### config.mk
export PLATFORM = sky130hd
export DESIGN_NAME = vault_work_dispatcher_flat
export DESIGN_NICKNAME = d
export VERILOG_FILES = /design/src/rtl/vault_work_dispatcher_pkg.sv /design/src/rtl/vault_work_dispatcher_if.sv /design/src/rtl/vault_work_dispatcher_result_fifo.sv /design/src/rtl/vault_work_dispatcher.sv /design/src/flat_wrapper.sv
export SDC_FILE = /design/constraint.sdc
export NUM_CORES = 2
export LEC_CHECK = 0
export ABC_CLOCK_PERIOD_IN_PS = 3100
export BUFFER_PORTS_ARGS = -buffer_cell sky130_fd_sc_hd__clkbuf_2
export CAP_MARGIN = 10
export CELL_PAD_IN_SITES_DETAIL_PLACEMENT = 1
export CELL_PAD_IN_SITES_GLOBAL_PLACEMENT = 2
export CORE_MARGIN = 3
export CORE_UTILIZATION = 40
export CTS_BUF_LIST = sky130_fd_sc_hd__clkbuf_8
export CTS_CLUSTER_SIZE = 14
export DETAILED_ROUTE_END_ITERATION = 10
export GPL_TIMING_DRIVEN = 0
export PLACE_DENSITY = 0.89
export SYNTH_ARGS = -nofsm -noshare
export SYNTH_HDL_FRONTEND = slang
export SYNTH_SLANG_ARGS = --single-unit
### constraint.sdc
create_clock -name clk -period 3.1 [get_ports clk]
set_input_delay 0.31 -clock clk [delete_from_list [all_inputs] [get_ports clk]]
set_output_delay 0.31 -clock clk [all_outputs]
set_load 0.01 [all_outputs]
### src/rtl/vault_work_dispatcher_pkg.sv
// Shared types and widths for the vault work dispatcher: package width, loader
// states and the {job_id, nonce} result record.
package vault_pkg;
    localparam int VAULT_WORK_W   = 640;
    localparam int VAULT_NONCE_W  = 32;
    localparam int VAULT_JOB_ID_W = 8;

    typedef enum logic [1:0] {
        ST_IDLE   = 2'd0,
        ST_FILL   = 2'd1,
        ST_COMMIT = 2'd2
    } loader_state_e;

    typedef struct packed {
        logic [VAULT_JOB_ID_W-1:0] job_id;
        logic [VAULT_NONCE_W-1:0]  nonce;
    } vault_result_t;
endpackage

### src/rtl/vault_work_dispatcher_if.sv
// Host word stream, core-facing package/nonce and result drain signals.
// slave = dispatcher side, master = host/core side.
interface vault_work_dispatcher_if
    import vault_pkg::*;
#(
    parameter int WORDS    = 20,
    parameter int JOB_ID_W = 8
);
    logic [VAULT_NONCE_W-1:0]          s_word_data;
    logic                              s_word_valid;
    logic                              s_word_ready;
    logic                              s_word_last;
    logic [JOB_ID_W-1:0]               s_job_id;
    logic [WORDS*VAULT_NONCE_W-1:0]    work_package;
    logic                              work_load;
    logic [JOB_ID_W-1:0]               active_job_id;
    logic [VAULT_NONCE_W-1:0]          golden_nonce;
    logic [JOB_ID_W+VAULT_NONCE_W-1:0] m_result_data;
    logic                              m_result_valid;
    logic                              m_result_ready;
    logic [7:0]                        drop_count;
    logic                              frame_err;

    modport slave (
        input  s_word_data, s_word_valid, s_word_last, s_job_id, golden_nonce, m_result_ready,
        output s_word_ready, work_package, work_load, active_job_id,
               m_result_data, m_result_valid, drop_count, frame_err
    );

    modport master (
        output s_word_data, s_word_valid, s_word_last, s_job_id, golden_nonce, m_result_ready,
        input  s_word_ready, work_package, work_load, active_job_id,
               m_result_data, m_result_valid, drop_count, frame_err
    );
endinterface

### src/rtl/vault_work_dispatcher_result_fifo.sv
// First-word-fall-through result FIFO; callers gate wr_en_i with !full_o and
// rd_en_i with !empty_o.
module vault_result_fifo #(
    parameter int DATA_W = 40,
    parameter int DEPTH  = 4
) (
    input  logic              clk,
    input  logic              rst_n,
    input  logic              wr_en_i,
    input  logic [DATA_W-1:0] wr_data_i,
    input  logic              rd_en_i,
    output logic [DATA_W-1:0] rd_data_o,
    output logic              full_o,
    output logic              empty_o
);
    localparam int PTR_W = $clog2(DEPTH);

    logic [DATA_W-1:0] mem_q [DEPTH];
    logic [PTR_W:0]    wr_ptr_q;
    logic [PTR_W:0]    rd_ptr_q;

    // Extra MSB on each pointer separates full from empty when the indices match.
    assign empty_o   = (wr_ptr_q == rd_ptr_q);
    assign full_o    = (wr_ptr_q[PTR_W] != rd_ptr_q[PTR_W]) &&
                       (wr_ptr_q[PTR_W-1:0] == rd_ptr_q[PTR_W-1:0]);
    assign rd_data_o = mem_q[rd_ptr_q[PTR_W-1:0]];

    always_ff @(posedge clk or negedge rst_n) begin
        if (!rst_n) begin
            wr_ptr_q <= '0;
            rd_ptr_q <= '0;
        end else begin
            if (wr_en_i) wr_ptr_q <= wr_ptr_q + 1'b1;
            if (rd_en_i) rd_ptr_q <= rd_ptr_q + 1'b1;
        end
    end

    always_ff @(posedge clk) begin
        if (wr_en_i) mem_q[wr_ptr_q[PTR_W-1:0]] <= wr_data_i;
    end
endmodule

### src/rtl/vault_work_dispatcher.sv
// Assembles host words into a shadow work package, commits it to the mining core,
// and tags new golden nonces with the active job into a result FIFO.
module vault_work_dispatcher
    import vault_pkg::*;
#(
    parameter int WORDS      = 20,
    parameter int FIFO_DEPTH = 4,
    parameter int JOB_ID_W   = 8
) (
    input logic                   clk,
    input logic                   rst_n,
    vault_work_dispatcher_if.slave bus
);
    localparam int PKG_W = WORDS * VAULT_NONCE_W;
    localparam int IDX_W = $clog2(WORDS);
    localparam logic [IDX_W-1:0] LAST_IDX = IDX_W'(WORDS - 1);

    loader_state_e             state_q, state_d;
    logic [IDX_W-1:0]          idx_q, idx_d;
    logic                      frame_err_q, frame_err_d;
    logic [VAULT_NONCE_W-1:0]  shadow_q [WORDS];
    logic [PKG_W-1:0]          shadow_flat;
    logic [JOB_ID_W-1:0]       shadow_tag_q;
    logic [PKG_W-1:0]          work_package_q;
    logic [JOB_ID_W-1:0]       active_job_q;
    logic                      work_load_q;
    logic                      job_active_q;
    logic [VAULT_NONCE_W-1:0]  nonce_q;
    logic [VAULT_NONCE_W-1:0]  last_nonce_q;
    logic [7:0]                drop_count_q;
    logic                      commit;
    logic                      word_acc;
    logic                      push_req;
    logic                      fifo_full;
    logic                      fifo_empty;

    assign commit   = (state_q == ST_COMMIT);
    assign word_acc = bus.s_word_valid && !commit;

    always_comb begin
        state_d     = state_q;
        idx_d       = idx_q;
        frame_err_d = 1'b0;
        unique case (state_q)
            ST_IDLE, ST_FILL: begin
                if (word_acc) begin
                    // last must be set on the final word and only there
                    if (bus.s_word_last != (idx_q == LAST_IDX)) begin
                        frame_err_d = 1'b1;
                        state_d     = ST_IDLE;
                        idx_d       = '0;
                    end else if (idx_q == LAST_IDX) begin
                        state_d = ST_COMMIT;
                        idx_d   = '0;
                    end else begin
                        state_d = ST_FILL;
                        idx_d   = idx_q + 1'b1;
                    end
                end
            end
            ST_COMMIT: state_d = ST_IDLE;
            default:   state_d = ST_IDLE;
        endcase
    end

    always_ff @(posedge clk or negedge rst_n) begin
        if (!rst_n) begin
            state_q      <= ST_IDLE;
            idx_q        <= '0;
            frame_err_q  <= 1'b0;
            shadow_tag_q <= '0;
        end else begin
            state_q     <= state_d;
            idx_q       <= idx_d;
            frame_err_q <= frame_err_d;
            if (word_acc && state_q == ST_IDLE) shadow_tag_q <= bus.s_job_id;
        end
    end

    for (genvar gi = 0; gi < WORDS; gi++) begin : g_shadow
        always_ff @(posedge clk or negedge rst_n) begin
            if (!rst_n)                                 shadow_q[gi] <= '0;
            else if (word_acc && idx_q == IDX_W'(gi))   shadow_q[gi] <= bus.s_word_data;
        end
        // word 0 lands in the most significant slot
        assign shadow_flat[PKG_W-1-VAULT_NONCE_W*gi -: VAULT_NONCE_W] = shadow_q[gi];
    end

    assign push_req = (nonce_q != '0) && (nonce_q != last_nonce_q) && job_active_q && !commit;

    always_ff @(posedge clk or negedge rst_n) begin
        if (!rst_n) begin
            work_package_q <= '0;
            active_job_q   <= '0;
            work_load_q    <= 1'b0;
            job_active_q   <= 1'b0;
            nonce_q        <= '0;
            last_nonce_q   <= '0;
            drop_count_q   <= '0;
        end else begin
            work_load_q <= commit;
            nonce_q     <= bus.golden_nonce;
            if (commit) begin
                work_package_q <= shadow_flat;
                active_job_q   <= shadow_tag_q;
                job_active_q   <= 1'b1;
                last_nonce_q   <= '0;
            end else if (push_req) begin
                last_nonce_q <= nonce_q;
            end
            if (push_req && fifo_full && drop_count_q != 8'hFF) drop_count_q <= drop_count_q + 1'b1;
        end
    end

    vault_result_fifo #(
        .DATA_W (JOB_ID_W + VAULT_NONCE_W),
        .DEPTH  (FIFO_DEPTH)
    ) u_fifo (
        .clk       (clk),
        .rst_n     (rst_n),
        .wr_en_i   (push_req && !fifo_full),
        .wr_data_i ({active_job_q, nonce_q}),
        .rd_en_i   (!fifo_empty && bus.m_result_ready),
        .rd_data_o (bus.m_result_data),
        .full_o    (fifo_full),
        .empty_o   (fifo_empty)
    );

    assign bus.s_word_ready   = !commit;
    assign bus.work_package   = work_package_q;
    assign bus.work_load      = work_load_q;
    assign bus.active_job_id  = active_job_q;
    assign bus.m_result_valid = !fifo_empty;
    assign bus.drop_count     = drop_count_q;
    assign bus.frame_err      = frame_err_q;
endmodule
### src/flat_wrapper.sv
// flat-port wrapper written by rule: the top's interface ports become plain ports
module vault_work_dispatcher_flat import vault_pkg::*;
#(
    parameter int WORDS      = 20,
    parameter int FIFO_DEPTH = 4,
    parameter int JOB_ID_W   = 8
)
  (clk, rst_n, bus_s_word_data, bus_s_word_valid, bus_s_word_last, bus_s_job_id, bus_golden_nonce, bus_m_result_ready, bus_s_word_ready, bus_work_package, bus_work_load, bus_active_job_id, bus_m_result_data, bus_m_result_valid, bus_drop_count, bus_frame_err);
  vault_work_dispatcher_if #(.WORDS(WORDS), .JOB_ID_W(JOB_ID_W)) bus_i ();
  input logic clk;
  input logic rst_n;
  input wire logic [$bits(bus_i.s_word_data)-1:0] bus_s_word_data;
  input wire logic [$bits(bus_i.s_word_valid)-1:0] bus_s_word_valid;
  input wire logic [$bits(bus_i.s_word_last)-1:0] bus_s_word_last;
  input wire logic [$bits(bus_i.s_job_id)-1:0] bus_s_job_id;
  input wire logic [$bits(bus_i.golden_nonce)-1:0] bus_golden_nonce;
  input wire logic [$bits(bus_i.m_result_ready)-1:0] bus_m_result_ready;
  output wire logic [$bits(bus_i.s_word_ready)-1:0] bus_s_word_ready;
  output wire logic [$bits(bus_i.work_package)-1:0] bus_work_package;
  output wire logic [$bits(bus_i.work_load)-1:0] bus_work_load;
  output wire logic [$bits(bus_i.active_job_id)-1:0] bus_active_job_id;
  output wire logic [$bits(bus_i.m_result_data)-1:0] bus_m_result_data;
  output wire logic [$bits(bus_i.m_result_valid)-1:0] bus_m_result_valid;
  output wire logic [$bits(bus_i.drop_count)-1:0] bus_drop_count;
  output wire logic [$bits(bus_i.frame_err)-1:0] bus_frame_err;
  assign bus_i.s_word_data = bus_s_word_data;
  assign bus_i.s_word_valid = bus_s_word_valid;
  assign bus_i.s_word_last = bus_s_word_last;
  assign bus_i.s_job_id = bus_s_job_id;
  assign bus_i.golden_nonce = bus_golden_nonce;
  assign bus_i.m_result_ready = bus_m_result_ready;
  assign bus_s_word_ready = bus_i.s_word_ready;
  assign bus_work_package = bus_i.work_package;
  assign bus_work_load = bus_i.work_load;
  assign bus_active_job_id = bus_i.active_job_id;
  assign bus_m_result_data = bus_i.m_result_data;
  assign bus_m_result_valid = bus_i.m_result_valid;
  assign bus_drop_count = bus_i.drop_count;
  assign bus_frame_err = bus_i.frame_err;
  vault_work_dispatcher #(.WORDS(WORDS), .FIFO_DEPTH(FIFO_DEPTH), .JOB_ID_W(JOB_ID_W)) u_core (.clk(clk), .rst_n(rst_n), .bus(bus_i));
endmodule
==> tab_implementation.tex <==
\begin{tabular}{lr}
\hline
Metric & Value \\
\hline
\multicolumn{2}{l}{\textbf{Pwr}} \\
Clock network fraction of total power & 0.401 \\
Peak supply drop & roughly 330 uV \\
Power per cell area & between 600 and 700 nW/um2 \\
Register share of total power & 0.505 \\
Combinational share of power & 0.095 \\
Switching Share & 0.256 \\
Internal power & 33.9 mW \\
Lkg Pwr & 37.7 nW \\
Net Switching & 11.7 mW \\
\multicolumn{2}{l}{\textbf{STA}} \\
Highest clock frequency the design can meet & around 320 MHz \\
Final-layout worst hold slack & just under 50 ps \\
Ratio of final minimum period to clock period & 0.998 \\
Worst Max-Slew Pin Slew & between 1000 and 1500 ps \\
RSZ-0062 raised after global routing & true \\
Setup violation total in the final timing report & 0 \\
Max-slew headroom at the worst pin & 0.162 \\
Clock Skew & slightly below 90 ps \\
Endpoints failing hold & 0 \\
Min cycle time layout & about 3100 ps \\
Pins over their slew limit & 0 \\
\multicolumn{2}{l}{\textbf{Floorplanning}} \\
X dimension of the die & around 390 um \\
Count of boundary I/O pins & 777 \\
Die outline area & around 150000 um2 \\
Starting Density & 0.405 \\
Number of placement rows & roughly 140 \\
Die height & 386 um \\
Core outline area & approximately 140000 um2 \\
\multicolumn{2}{l}{\textbf{Logic synthesis}} \\
Number of enable flip-flop cells after synthesis & 160 \\
Adder-cell share of the synthesized area & 0.00281 \\
Largest family of logic cells by synthesized area & multiplexers \\
Post-synth net total & around 4800 \\
Cell taking the most area after synthesis & dfrtp\_1 \\
Synthesized instance count & roughly 4800 \\
Top-area cell type share of the netlist area & 0.599 \\
Per-instance average area after synthesis & around 12 um2 \\
Sequential element share of the synthesized area & 0.682 \\
Synthesized-area fraction occupied by ao, oa, aoi and oai cells & 0.00407 \\
Fraction of synthesis flops using an asynchronous set or reset pin & 0.896 \\
Post-synthesis xor/xnor area fraction & 0.00682 \\
Synthesized cell area & between 50000 and 60000 um2 \\
Yosys warnings & 0 \\
Largest cells by area after synthesis & dfrtp\_1 60\%, nand2\_1 13\%, mux2\_2 12\%, edfxtp\_1 8.3\%, mux4\_2 1.6\% \\
Mux share of post-synthesis cell area & 0.143 \\
Unique cell type count in the Yosys netlist & 39 \\
Flip-flop cell with the highest count after synthesis & dfrtp\_1 \\
Register bit total from synthesis & 1544 \\
Synth Area in Simple Gates & 0.140 \\
\multicolumn{2}{l}{\textbf{Run status}} \\
Run status & completed \\
\multicolumn{2}{l}{\textbf{Clock tree}} \\
Root buffer cell & clkbuf\_8 \\
Worst skew pair latency & between 1000 and 1500 ps \\
Clock tree from TritonCTS & built \\
Sink count of the clock tree & approximately 1500 \\
Clk buf depth & 4 \\
Postcts setup bufs & 0 \\
H-tree levels & 5 \\
Number of clock buffers inserted by TritonCTS & roughly 280 \\
Clk slew on worst S/H paths & $\sim$60 ps \\
\multicolumn{2}{l}{\textbf{GRT}} \\
Number of global-route vias before repair & $\sim$45000 \\
Initial antenna violation count & 21 \\
Total grt overflow & 0 \\
GR Util All Layers & 0.280 \\
First-pass GRT wire length & around 300 mm \\
Largest net degree at the start of global routing & 108 \\
\multicolumn{2}{l}{\textbf{Detailed routing}} \\
Vias per inst & between 5 and 6 \\
DR WL/cell & between 20 and 30 um \\
Via count & approximately 41000 \\
Count of nets left with antenna violations after detail routing & 0 \\
Drt first-iter violations & 2484 \\
Routed WL & around 210 mm \\
Final routed DRC violation total & 0 \\
Number of detailed-route iterations in the first pass & 5 \\
\multicolumn{2}{l}{\textbf{Place}} \\
Hpwl dp & about 150 mm \\
Placed insts & about 7400 \\
Number of input and output port buffers inserted & $\sim$740 \\
Placed standard-cell area & about 65000 um2 \\
Global placement routability congestion & 0.818 \\
\multicolumn{2}{l}{\textbf{Worst setup path}} \\
Critical path peak fanout & 24 \\
Required time at the endpoint of the critical path & around 3700 ps \\
Startpoint kind of the worst setup timing path & flip-flop \\
CP Class & flip-flop to flip-flop \\
Endpoint type of the worst setup path & flip-flop \\
Critical path arrival & approximately 3700 ps \\
\multicolumn{2}{l}{\textbf{Layout}} \\
Final non-filler cell total & approximately 8000 \\
Layout Utilization & 0.496 \\
Sequential standard cell area & 39400 um2 \\
P\&R area growth vs syn & 22.4\% \\
Filler Cell Count & around 15000 \\
Top library cells by usage in the layout, fill and taps aside & 1992 x nand2\_1, 1384 x dfrtp\_1, 761 x clkbuf\_2 \\
Layout Nets & 5987 \\
Final cell area excluding filler cells & between 70000 and 80000 um2 \\
Leading cell type in the layout, fill and taps excluded & nand2\_1 \\
Ratio of cells with drive above 1 in the final layout & 0.310 \\
Combined area of the multi-input logic cells & between 15000 and 20000 um2 \\
\multicolumn{2}{l}{\textbf{Job}} \\
Total of max-cap violations & 0 \\
\multicolumn{2}{l}{\textbf{Worst hold path}} \\
Hold crit path type & input port to flip-flop \\
\hline
\end{tabular}
==> cell usage after synthesis, types with 2 or more instances <==
master	number
mux4_2	40
nand2_1	1992
ha_1	13
nand3_1	45
mux2_2	620
and3_1	4
mux2_1	30
and2_1	5
buf_1	20
inv_1	10
nor3_2	3
nand2b_1	4
o21ai_0	37
buf_2	70
nor2_1	19
xor2_1	2
edfxtp_1	160
nand4_1	12
nor4_1	11
xnor2_1	43
dfrtp_1	1384
a21oi_1	2
clkbuf_1	208
==> per-layer routing <==
metal / vias to the layer above / track usage / share of wire
li1: 17700 / - / -
met1: 21400 / 0.330 / 0.38
met2: 1314 / 0.466 / 0.49
met3: 473 / 0.0837 / 0.076
met4: 8 / 0.135 / 0.053
met5: - / 0 / 0.00026
==> cell type report <==
cell class | count | share of cell area
Sequential cell | 1544 | 0.557
Multi-Input combinational cell | 2898 | 0.242
Timing Repair Buffer | 868 | 0.0764
Clock buffer | 326 | 0.0634
Tap cell | 1890 | 0.0334
Buffer | 296 | 0.0177
Clock inverter | 130 | 0.00880
Inverter | 10 | 0.000530
Antenna cell | 14 | 0.000495
==> worst max-delay path: stages (launching register included) <==
cell and delay (ps):
dfrtp_1 660, nor4_1 130, nand4_1 150, o21ai_0 130
a21oi_1 190, buf_2 270, and3_1 330, and2_2 550
buf_12 270
==> cell families (layout without fill, tap and decap cells) <==
family / after synthesis / after routing
xor+xnor: 45 / 45
fa+ha+maj: 13 / 13
compound gates: 44 / 44
simple gates: 2104 / 2104
mux: 692 / 692
other cells: 0 / 14
flops: 1544 / 1544
buf+inv: 308 / 1630
==> flip-flops by register name, summed over array words and instances (netlist names), 2 cells and up <==
name / cells
u_core.state_q: 2
u_core.u_fifo.wr_ptr_q: 3
u_core.idx_q: 5
u_core.bus.work_package: 640
u_core.shadow_tag_q: 8
u_core.shadow_flat: 640
u_core.bus.drop_count: 8
u_core.u_fifo.mem_q: 160
u_core.nonce_q: 32
u_core.last_nonce_q: 32
u_core.bus.active_job_id: 8
u_core.u_fifo.rd_ptr_q: 3
==> power groups by stage <==
stage	sequential, mW	clock [mW]	combinational (mW)
final	23.0	18.3	4.32
after global routing	23.1	19.6	4.67
after CTS	23.0	18.5	4.30
after detailed placement	23.3	0	4.17
after global placement	23.3	0	3.90
after floorplan	22.9	0	2.62
==> per-stage QoR <==
step	setup WS [ps]	power [mW]	setup TNS, ps
floorplan	424	25.6	0
global placement	-32810	27.2	-
detailed placement	-210	27.5	-1250
CTS	15.3	45.8	0
global route	-37.9	47.4	-454
finish	6.26	45.6	0
==> what timing repair did <==
action,4_1_cts,5_1_grt
hold buffers,94,0
hold endpoints to repair,395,0
endpoints found under the setup margin,50,48
resized for setup,11,12
==> path summary, 6_finish.rpt <==
kind / startpoint / endpoint / slack [ps] / depth (start not counted)
min in group asynchronous: rst_n / u_core.bus.work_package[72] / 460 / 4
setup reg to reg: u_core.nonce_q[21] / u_core.u_fifo.mem_q[2][6] / 6 / 8
hold / removal: bus_s_word_data[18] / u_core.shadow_flat[274] / 50 / 2
hold reg to reg: u_core.shadow_flat[439] / u_core.bus.work_package[439] / 410 / 2
max in group asynchronous: rst_n / u_core.bus.work_package[597] / 540 / 7
setup / recovery: u_core.nonce_q[21] / u_core.u_fifo.mem_q[2][6] / 6 / 8
(Power assumes the default switching activity.)
